[src/rtl/reg_load_unit.sv]
// Memory-to-register load engine: fetches one or two bytes over a req/ack
// byte port and writes the assembled value to the register file.
module reg_load_unit (
   input  logic        clk,
   input  logic        rst,
   input  logic        start,
   input  logic [15:0] addr,
   input  logic [2:0]  dest,
   input  logic [1:0]  mode,
   output logic        busy,
   output logic        done,
   output logic        mem_req,
   output logic [15:0] mem_addr,
   input  logic        mem_ack,
   input  logic [7:0]  mem_data,
   output logic        rf_we,
   output logic [2:0]  rf_dest,
   output logic [15:0] rf_data,
   output logic        rf_hb,
   output logic        rf_lb
);

   typedef enum logic [1:0] {
      IDLE = 2'd0,
      RD0  = 2'd1,
      RD1  = 2'd2,
      WB   = 2'd3
   } state_e;

   typedef enum logic [1:0] {
      MODE_WORD  = 2'b00,
      MODE_LOW   = 2'b01,
      MODE_HIGH  = 2'b10,
      MODE_SEXT  = 2'b11
   } mode_e;

   typedef struct packed {
      logic        hb;
      logic        lb;
      logic [15:0] data;
   } wr_t;

   state_e      state_q;
   mode_e       mode_q;
   logic [15:0] addr_q;
   logic [2:0]  dest_q;
   logic [7:0]  byte0_q;

   logic        busy_q;
   logic        done_q;
   logic        mem_req_q;
   logic [15:0] mem_addr_q;
   logic        rf_we_q;
   logic [2:0]  rf_dest_q;
   logic [15:0] rf_data_q;
   logic        rf_hb_q;
   logic        rf_lb_q;

   logic [15:0] addr_inc_d;
   wr_t         wr_byte_d;
   wr_t         wr_word_d;

   function automatic wr_t assemble(input mode_e m, input logic [7:0] b1, input logic [7:0] b0);
      wr_t w;
      unique case (m)
         MODE_WORD: w = '{hb: 1'b1, lb: 1'b1, data: {b1, b0}};
         MODE_LOW:  w = '{hb: 1'b0, lb: 1'b1, data: {8'h00, b0}};
         MODE_HIGH: w = '{hb: 1'b1, lb: 1'b0, data: {b0, 8'h00}};
         default:   w = '{hb: 1'b1, lb: 1'b1, data: {{8{b0[7]}}, b0}};
      endcase
      return w;
   endfunction

   // Second byte address wraps modulo 2^16 through natural 16-bit overflow.
   always_comb begin
      addr_inc_d = addr_q + 16'd1;
      wr_byte_d  = assemble(mode_q, 8'h00, mem_data);
      wr_word_d  = assemble(mode_q, mem_data, byte0_q);
   end

   always_ff @(posedge clk) begin
      if (rst) begin
         state_q    <= IDLE;
         mode_q     <= MODE_WORD;
         addr_q     <= '0;
         dest_q     <= '0;
         byte0_q    <= '0;
         busy_q     <= 1'b0;
         done_q     <= 1'b0;
         mem_req_q  <= 1'b0;
         mem_addr_q <= '0;
         rf_we_q    <= 1'b0;
         rf_dest_q  <= '0;
         rf_data_q  <= '0;
         rf_hb_q    <= 1'b0;
         rf_lb_q    <= 1'b0;
      end else begin
         done_q    <= 1'b0;
         rf_we_q   <= 1'b0;
         rf_dest_q <= '0;
         rf_data_q <= '0;
         rf_hb_q   <= 1'b0;
         rf_lb_q   <= 1'b0;

         unique case (state_q)
            IDLE: begin
               if (start) begin
                  addr_q     <= addr;
                  dest_q     <= dest;
                  mode_q     <= mode_e'(mode);
                  busy_q     <= 1'b1;
                  mem_req_q  <= 1'b1;
                  mem_addr_q <= addr;
                  state_q    <= RD0;
               end
            end
            RD0: begin
               if (mem_ack) begin
                  byte0_q <= mem_data;
                  if (mode_q == MODE_WORD) begin
                     mem_addr_q <= addr_inc_d;
                     state_q    <= RD1;
                  end else begin
                     mem_req_q  <= 1'b0;
                     mem_addr_q <= '0;
                     done_q     <= 1'b1;
                     rf_we_q    <= 1'b1;
                     rf_dest_q  <= dest_q;
                     rf_data_q  <= wr_byte_d.data;
                     rf_hb_q    <= wr_byte_d.hb;
                     rf_lb_q    <= wr_byte_d.lb;
                     state_q    <= WB;
                  end
               end
            end
            RD1: begin
               if (mem_ack) begin
                  mem_req_q  <= 1'b0;
                  mem_addr_q <= '0;
                  done_q     <= 1'b1;
                  rf_we_q    <= 1'b1;
                  rf_dest_q  <= dest_q;
                  rf_data_q  <= wr_word_d.data;
                  rf_hb_q    <= wr_word_d.hb;
                  rf_lb_q    <= wr_word_d.lb;
                  state_q    <= WB;
               end
            end
            WB: begin
               busy_q  <= 1'b0;
               state_q <= IDLE;
            end
            default: state_q <= IDLE;
         endcase
      end
   end

   assign busy     = busy_q;
   assign done     = done_q;
   assign mem_req  = mem_req_q;
   assign mem_addr = mem_addr_q;
   assign rf_we    = rf_we_q;
   assign rf_dest  = rf_dest_q;
   assign rf_data  = rf_data_q;
   assign rf_hb    = rf_hb_q;
   assign rf_lb    = rf_lb_q;

endmodule

[config.mk]
export PLATFORM = sky130hd
export DESIGN_NAME = reg_load_unit
export DESIGN_NICKNAME = d
export VERILOG_FILES = /design/src/rtl/reg_load_unit.sv
export SDC_FILE = /design/constraint.sdc
export NUM_CORES = 1
export LEC_CHECK = 0
export CORE_ASPECT_RATIO = 0.75
export CORE_MARGIN = 2
export CORE_UTILIZATION = 35
export CTS_CLUSTER_DIAMETER = 30
export DETAILED_ROUTE_END_ITERATION = 8
export GPL_TIMING_DRIVEN = 0
export PLACE_DENSITY_LB_ADDON = 0.08
export SLEW_MARGIN = 0
export SYNTH_ARGS = -nofsm -noshare
export SYNTH_HDL_FRONTEND = slang
export SYNTH_SLANG_ARGS = --single-unit
[constraint.sdc]
create_clock -name clk -period 2.55 [get_ports clk]
set_clock_uncertainty 0.05 [all_clocks]
set_input_delay 0.51 -clock clk [delete_from_list [all_inputs] [get_ports clk]]
set_output_delay 0.51 -clock clk [all_outputs]
set_load 0.01 [all_outputs]
# Yosys cells after proc, flatten, opt, wreduce, memory -nomap -nowiden

Index checks and enable logic that the tools add are counted.

Register bits after elaboration: 71
Input port bits: 33
Output and inout port bits: 41
Word-level logic and storage cells: 71

Add/subtract/negate cells: 1
Eq/ne operators: 9
Muxes and demuxes: 38
Reduce and logical (&&, ||, !) cells: 10

Operators with widths:

| operator                                       | count |
|---|---|
| 2-to-1 mux 16 bit                              | 7 |
| one-hot mux 18 bit (3 select lines)            | 1 |
| one-hot mux 16 bit (3 select lines)            | 1 |
| one-hot mux 18 bit (2 select lines)            | 1 |
| one-hot mux 16 bit (2 select lines)            | 1 |
| adder 16 x 1 -> 16 bit (second input constant) | 1 |
| 2-to-1 mux 1 bit                               | 14 |
| 2-to-1 mux 3 bit                               | 3 |
| != test 2 bit (second input constant)          | 4 |
| one-hot mux 1 bit (2 select lines)             | 4 |
| one-hot mux 2 bit (4 select lines)             | 1 |
| == test 2 bit (second input constant)          | 3 |
| 2-to-1 mux 2 bit                               | 3 |
| one-hot mux 3 bit (2 select lines)             | 1 |
| AND reduction 2 bit                            | 3 |
| AND reduction 5 bit                            | 1 |
| == test 2 x 1 -> 1 bit (second input constant) | 2 |
| zero test 2 bit                                | 2 |
| AND reduction 4 bit                            | 1 |
| one-hot mux 1 bit (3 select lines)             | 1 |
| AND reduction 3 bit                            | 1 |
| nonzero test 3 bit                             | 1 |
| nonzero test 2 bit                             | 1 |

# Logic depth before layout (Yosys ltp)

Gate-level depths: netlist (run 1).

Word-level depth: 5
Mapped depth: 9
Gate-level depth less buffers: 6

# Least setup slack after synthesis (run 1)

No wires, ideal clock.

Path kind: register to register
From: register state_q[1]
To: register mem_addr_q[4] (netlist: mem_addr[4])
Library setup time: 132 ps
Data arrival time: 1678 ps
Data required time: 2368 ps
Slack: 690 ps
Cell stages (with the launch flop): 9
Buffers on the path: 2
Period minus slack after synthesis: 1860 ps
Cell sequence: dfxtp_1 -> inv_1 -> ha_1 -> buf_2 -> o21ba_1 -> or3_4 -> buf_6 -> a221oi_2 -> nor3_1

Longest elaborated chain between the ends: 3
Elaborated cells on any way between the ends: 9
Classes of those cells: 5 x eq/ne; 1 x mux; 3 x reduce/logical

RTL lines:

| item                                                                 | RTL line | source |
|---|---|---|
| start, declared                                                      | 43       | `state_e state_q;` |
| start signal, assigned                                               | 83       | `state_q <= IDLE;` |
| start signal, assigned                                               | 114      | `state_q <= RD0;` |
| start signal, assigned                                               | 122      | `state_q <= RD1;` |
| == test 2 x 1 -> 1 bit (tied with other cells)                       | 105      | `unique case (state_q)` |
| != test 2 bit (no source line) or nonzero test 3 bit (tied branches) | --       |  |
| AND reduction 4 bit (no source line)                                 | --       |  |
| end signal, assigned                                                 | 113      | `mem_addr_q <= addr;` |
| end signal, assigned                                                 | 121      | `mem_addr_q <= addr_inc_d;` |
| end, declared                                                        | 52       | `logic [15:0] mem_addr_q;` |

Several ways; a longest one is shown, not always the timed one.
A chain may end at the register's enable or synchronous reset.

# Worst setup path after layout (run 1)

From: register state_q[1]
To: register mem_addr_q[6] (netlist: mem_addr[6])

Same word-level chain as after synthesis.

==> results of run 1 <==
[synth_stat cells, types with 2 or more instances]
| cell | n | area (sq um) |
|---|---|---|
| buf_6 | 2 | 22.5 |
| o311a_1 | 5 | 50.1 |
| nand3_1 | 7 | 35.0 |
| a22oi_1 | 7 | 52.6 |
| nor3_1 | 13 | 65.1 |
| nor2_1 | 46 | 173 |
| nand2_1 | 65 | 244 |
| a21boi_0 | 7 | 52.6 |
| nor2b_1 | 4 | 25.0 |
| inv_1 | 13 | 48.8 |
| o22a_1 | 7 | 61.3 |
| a221oi_2 | 3 | 45.0 |
| a21oi_1 | 46 | 230 |
| buf_2 | 9 | 45.0 |
| and2_1 | 9 | 56.3 |
| xnor2_1 | 2 | 17.5 |
| o21a_1 | 2 | 15.0 |
| nand4_1 | 2 | 12.5 |
| nor4_4 | 3 | 63.8 |
| a221oi_1 | 13 | 114 |
| a211oi_1 | 7 | 52.6 |
| ha_1 | 12 | 150 |
| o21ai_0 | 6 | 30.0 |
| mux2i_1 | 4 | 40.0 |
| clkbuf_1 | 15 | 56.3 |
| dfxtp_1 | 71 | 1420 |
[kinds of logic (layout without fill, tap and decap cells)]
kind of cell    after synthesis  in the layout  synth area share
fa+ha+maj                    12             12            0.0443
mux                           4              4            0.0118
flops                        71             71             0.420
xor+xnor                      3              3           0.00776
compound gates              114            114             0.235
buf+inv                      40            128            0.0532
simple gates                159            159             0.228
[critical path: stages (launching register included)]
cell and delay (ps):
dfxtp_1 400, inv_1 110, ha_1 400, inv_1 300
clkbuf_1 520, a21oi_1 150, a211oi_1 240
[routing by layer]
| layer | wire, um | vias up | GRT usage |
|---|---|---|---|
| met5 | 0 | - | 0 |
| met3 | 535 | 12 | 0.0536 |
| met1 | 5020 | 1516 | 0.275 |
| met2 | 4050 | 71 | 0.284 |
| met4 | 116 | 0 | 0.0624 |
| li1 | - | 1587 | - |
[area by class of cell]
class	count	area, sq um	share of cell area
flip-flops and latches	71	1420	0.310
clock buffers	10	229	0.0499
clock inverters	6	85.1	0.0186
inverters	13	48.8	0.0106
repair buffers	72	721	0.157
multi-input cells	292	1780	0.389
plain buffers	27	131	0.0286
well taps	132	165	0.0360
[state kept, by name, summed over array words and instances, names as in the netlist]
signal	flops
rf_lb	1
state_q	2
rf_hb	1
byte0_q	8
addr_q	16
rf_dest	3
busy	1
dest_q	3
mem_addr	16
rf_data	16
rf_we	1
mem_req	1
mode_q	2
[how the worst max path moves through the flow]
stage | from | endpoint | slack [ps] | cells past startpoint
finish | state_q[1] | mem_addr[6] | 300 | 6
global route | state_q[1] | mem_addr[6] | 170 | 6
CTS | state_q[1] | mem_addr[5] | 320 | 6
detailed placement | mem_ack | rf_data[12] | 250 | 6
global placement | mem_ack | mem_addr[8] | 260 | 6
floorplan | state_q[1] | mem_addr[4] | 690 | 8
[power groups by stage]
stage	combinational, W	clock [W]	sequential (W)
after floorplan	0.00121	0	0.00161
after global placement	0.00201	0	0.00158
after detailed placement	0.00202	0	0.00158
after CTS	0.00203	0.00137	0.00156
after global routing	0.00224	0.00141	0.00160
final	0.00203	0.00134	0.00156
[cell usage in the layout, fill, tap and decap left out, drive strengths merged, types with 2 or more instances in the layout]
cell type,netlist,final
clkbuf,15,25
and2,9,9
clkinv,0,2
dfxtp,71,71
ha,12,12
inv,13,13
xnor2,2,2
buf,12,12
nand4,3,3
a221oi,16,16
o22a,7,7
nor2,46,46
or3,2,2
clkdlybuf4s50,0,72
nand3,8,8
a211oi,7,7
mux2i,4,4
clkinvlp,0,2
nand2,66,66
a22oi,7,7
o21ai,6,6
nor3,14,14
a21boi,7,7
nor2b,4,4
o21a,2,2
nor4,4,4
o311a,5,5
bufinv,0,2
a21oi,46,46
[metrics by stage]
| stage | hold slack (ps) | cell area [sq um] | worst slack (ps) | std cells | power, W |
|---|---|---|---|---|---|
| finish | 402 | 4590 | 299 | 623 | 0.00493 |
| floorplan | 380 | 3390 | 690 | 403 | 0.00282 |
| CTS | 408 | 4590 | 324 | 623 | 0.00496 |
| detailed placement | 399 | 4270 | 251 | 607 | 0.00360 |
| global route | 438 | 4590 | 166 | 623 | 0.00525 |
| global placement | 394 | 4270 | 261 | 607 | 0.00359 |
==> metrics.md, run 1 <==
| Metric | Value |
|---|---|
| Worst-case reg-to-reg path depth | `6` |
| #FFs+latches synth | `71` |
| Final Max Slew Viols | `0` |
| Hold Path End | `dest_q[1]` |
| Port bufs | `72` |
| Worst skew pair latency | `340 ps` |
| # diodes | `0` |
| Clock Tree Root | `clkbuf_16` |
| Register area share after synthesis | `0.420` |
| Hold Path Depth | `2` |
| CTS resizes | `0` |
| CP max FO | `10` |
| CP endpoint kind | `flip-flop` |
| Net Count, Synth | `448` |
| Share of post-route cells with drive strength above 1 | `0.0794` |
| RSZ-0062 raised after global routing | `no` |
| Endpoints failing setup | `0` |
| Slew HR | `0.489` |
| Synth async-reset ratio | `0` |
| Internal power | `0.00306 W` |
| Setup_tns | `0 ps` |
| Crit path required time | `2750 ps` |
| CTS tree | `built` |
| Max Fclk | `444 MHz` |
| Crit path DAT | `2450 ps` |
| Main synth FF type | `dfxtp_1` |
| R2r setup slk | `300 ps` |
| Slew at the pin closest to its max-slew limit | `763 ps` |
| Min Tclk post-route | `2250 ps` |
| Clk network pwr share | `0.272` |
| WL/cell | `15.6 um` |
| Worst Min Path Start | `dest_q[1]` |
| # rows | `31` |
| Detailed Route WL | `9720 um` |
| P per Cell Area | `1080 mW/mm^2` |
| R2R Path End | `mem_addr[6]` |
| Switching power | `0.00187 W` |
| Via/cell ratio | `5.11` |
| DRT Pass-1 Iters | `4` |
| Post-CTS setup buffer count | `0` |
| Hold Crit Class | `flip-flop to flip-flop` |
| Max-cap violations | `0` |
| Hold Buf Count CTS | `0` |
| DRT antenna net count | `0` |
| Final hold viol count | `0` |
| Ports | `74` |
| Congestion Overflow GR | `0` |
| First-pass GRT wire length | `15700 um` |
| Cell count after synthesis | `403` |
| # H-tree levels | `3` |
| Combinational share of power | `0.411` |
| FILL cells | `957` |
| Critical Path Start Type | `flip-flop` |
| Netlist cell types | `49` |
| GR Util All Layers | `0.193` |
| TritonCTS Sinks | `71` |
| Sequential power share | `0.317` |
| Die height | `89.2 um` |
| Largest net degree at the start of global routing | `13` |
| Post-layout util | `0.481` |
| Core Box Area | `0.00954 sq mm` |
| Peak supply drop | `0.375 mV` |
| Die area | `0.0105 sq mm` |
| Switching share of power | `0.379` |
| Initial antenna violation count | `0` |
| Outcome | `finished, final reports clean` |
| Initial Util | `0.355` |
| Drc violations | `0` |
| Ys Warns | `0` |
| Routability cong. | `0.797` |
| Dpl hpwl | `7020 um` |
| Clk buf depth | `2` |
| Number of synthesized flops with an enable pin | `0` |
| Syn avg cell area | `8.40 sq um` |
| DR vias | `3186` |
| Crit Path Category | `flip-flop to flip-flop` |
| Vias in the first global route | `2933` |
| Synth-to-Final Area Change | `35.4%` |
| Iteration-0 DRC Markers | `166` |
| Die Wd | `118 um` |
| Final #Nets | `531` |
| Worst-path clk slew | `50 ps` |
| Reg2reg start | `state_q[1]` |
| P_leak | `1.67 nW` |
| Inserted Clock Buffers | `9` |
| Mapped cell area | `0.00339 sq mm` |
| Fin crit share | `0.883` |
(Power assumes the default switching activity.)
==> inputs of run 2 (changes only) <==
CTS_BUF_LIST = sky130_fd_sc_hd__clkbuf_2 sky130_fd_sc_hd__clkbuf_4 sky130_fd_sc_hd__clkbuf_8   (was not set)
==> metrics.md, run 2 (synthesis results as in run 1) <==
| Metric | Value |
|---|---|
| Max Fclk | `446 MHz` |
| FILL cells | `971` |
| CP cell instances | `inv_1 -> ha_1 -> inv_1 -> clkbuf_1 -> a21oi_1 -> a211oi_1` |
| WL/cell | `15.5 um` |
| Worst Min Path Start | `dest_q[1]` |
| Die area | `0.0105 sq mm` |
| Iteration-0 DRC Markers | `133` |
| Hold Path End | `dest_q[1]` |
| CP endpoint kind | `flip-flop` |
| Port bufs | `72` |
| Hold Buf Count CTS | `0` |
| Reg2reg start | `state_q[1]` |
| Synth-to-Final Area Change | `32.6%` |
| Die height | `89.2 um` |
| Die Wd | `118 um` |
| Clock Tree Root | `clkbuf_8` |
| Max incr delay on CP | `520 ps` |
| Final #Nets | `531` |
| Clk buf depth | `2` |
| Hold slack | `405 ps` |
| Final hold viol count | `0` |
| DRT antenna net count | `0` |
| Worst-case reg-to-reg path depth | `6` |
| CP max stage cell | `clkbuf_1` |
| Worst path most repeated cell | `inv_1` |
| # diodes | `0` |
| CTS tree | `built` |
| Min Tclk post-route | `2240 ps` |
| RSZ-0062 raised after global routing | `no` |
| Peak supply drop | `0.399 mV` |
| Endpoints failing setup | `0` |
| Congestion Overflow GR | `0` |
| Design Power | `0.00458 W` |
| Crit path required time | `2770 ps` |
| Non-Filler Instances | `623` |
| Largest net degree at the start of global routing | `13` |
| Via/cell ratio | `5.05` |
| Slew at the pin closest to its max-slew limit | `724 ps` |
| Hold Path Depth | `2` |
| Slew HR | `0.515` |
| Crit path DAT | `2460 ps` |
| Initial antenna violation count | `0` |
| CP max FO | `10` |
| R2R Path End | `mem_addr[6]` |
| Crit Path Category | `flip-flop to flip-flop` |
| R2r setup slk | `310 ps` |
| Dpl hpwl | `7020 um` |
| Inserted Clock Buffers | `9` |
| Worst skew pair latency | `350 ps` |
| Ports | `74` |
| P per Cell Area | `1020 mW/mm^2` |
| Core Box Area | `0.00954 sq mm` |
| Initial Util | `0.355` |
| Worst-path clk slew | `70 ps` |
| Critical Path Start Type | `flip-flop` |
| Max-cap violations | `0` |
| WP buf/inv | `3` |
| P_leak | `1.63 nW` |
| CTS resizes | `0` |
| Commonest non-fill, non-tap cell in the layout | `clkdlybuf4s50_1` |
| TritonCTS Sinks | `71` |
| Post-CTS setup buffer count | `0` |
| Fin crit share | `0.879` |
| GR Util All Layers | `0.193` |
| Routability cong. | `0.797` |
| Share of post-route cells with drive strength above 1 | `0.0815` |
| Setup_tns | `0 ps` |
| # rows | `31` |
| Placed cells | `607` |
| # H-tree levels | `3` |
| DR vias | `3145` |
| CP top delay family | `buffers and inverters` |
| Detailed Route WL | `9650 um` |
| Outcome | `finished, final reports clean` |
| Hold Crit Class | `flip-flop to flip-flop` |
| DRT Pass-1 Iters | `4` |
| Drc violations | `0` |
| Most frequent cells in the layout | `clkdlybuf4s50_1 (72), dfxtp_1 (71), nand2_1 (65)` |
| Vias in the first global route | `2938` |
| Final Max Slew Viols | `0` |
| First-pass GRT wire length | `15700 um` |
## run 2: cell types whose count changed in the layout (fill, tap and decap cells not counted)
cell | previous run | this run
clkbuf_16 | 9 | 0
clkbuf_1 | 16 | 15
clkbuf_8 | 0 | 9
clkbuf_4 | 0 | 1
## run 2: layout make-up
class                   count  area [sq um]  share of cell area
flip-flops and latches     71          1420               0.317
well taps                 132           165              0.0368
inverters                  13          48.8              0.0109
clock inverters             6          85.1              0.0190
multi-input cells         292          1780               0.398
plain buffers              27           131              0.0293
repair buffers             72           721               0.161
clock buffers              10           131              0.0293
## run 2: worst reg2reg max path: cells and delay by family, from the launching register on
family	cells	cell delay, ps
buffers and inverters	3	910
flip-flops	1	410
adder cells (fa/ha/maj)	1	390
AO/OA/AOI/OAI	2	390
## run 2: worst max-delay path by stage
| stage | start | to | slack [ps] | cells past startpoint |
|---|---|---|---|---|
| 4_1_cts | state_q[1] | mem_addr[5] | 320 | 6 |
| 3_5_place_dp | mem_ack | rf_data[12] | 250 | 6 |
| 6_report | state_q[1] | mem_addr[6] | 310 | 6 |
| 3_3_place_gp | mem_ack | mem_addr[8] | 260 | 6 |
| 2_1_floorplan | state_q[1] | mem_addr[4] | 690 | 8 |
| 5_1_grt | state_q[1] | mem_addr[6] | 160 | 6 |
## run 2: report_power, final
group,switching (W),internal [W]
clock network,0.000440,0.000558
registers,0.000201,0.00136
logic,0.00117,0.000849
## run 2: layer usage
metal / up-vias / GRT usage / routed length [um]
met2: 78 / 0.284 / 4050
met5: - / 0 / 0
met3: 5 / 0.0497 / 601
met4: 0 / 0.0624 / 78
met1: 1475 / 0.277 / 4920
li1: 1587 / - / -
## run 2: metrics by stage
stage	cell area, sq um	utilization	worst slack [ps]
final	4490	0.470	310
after floorplan	3390	-	690
after detailed placement	4270	0.448	251
after global routing	4490	0.470	162
after CTS	4490	0.470	320
after global placement	4270	0.448	261
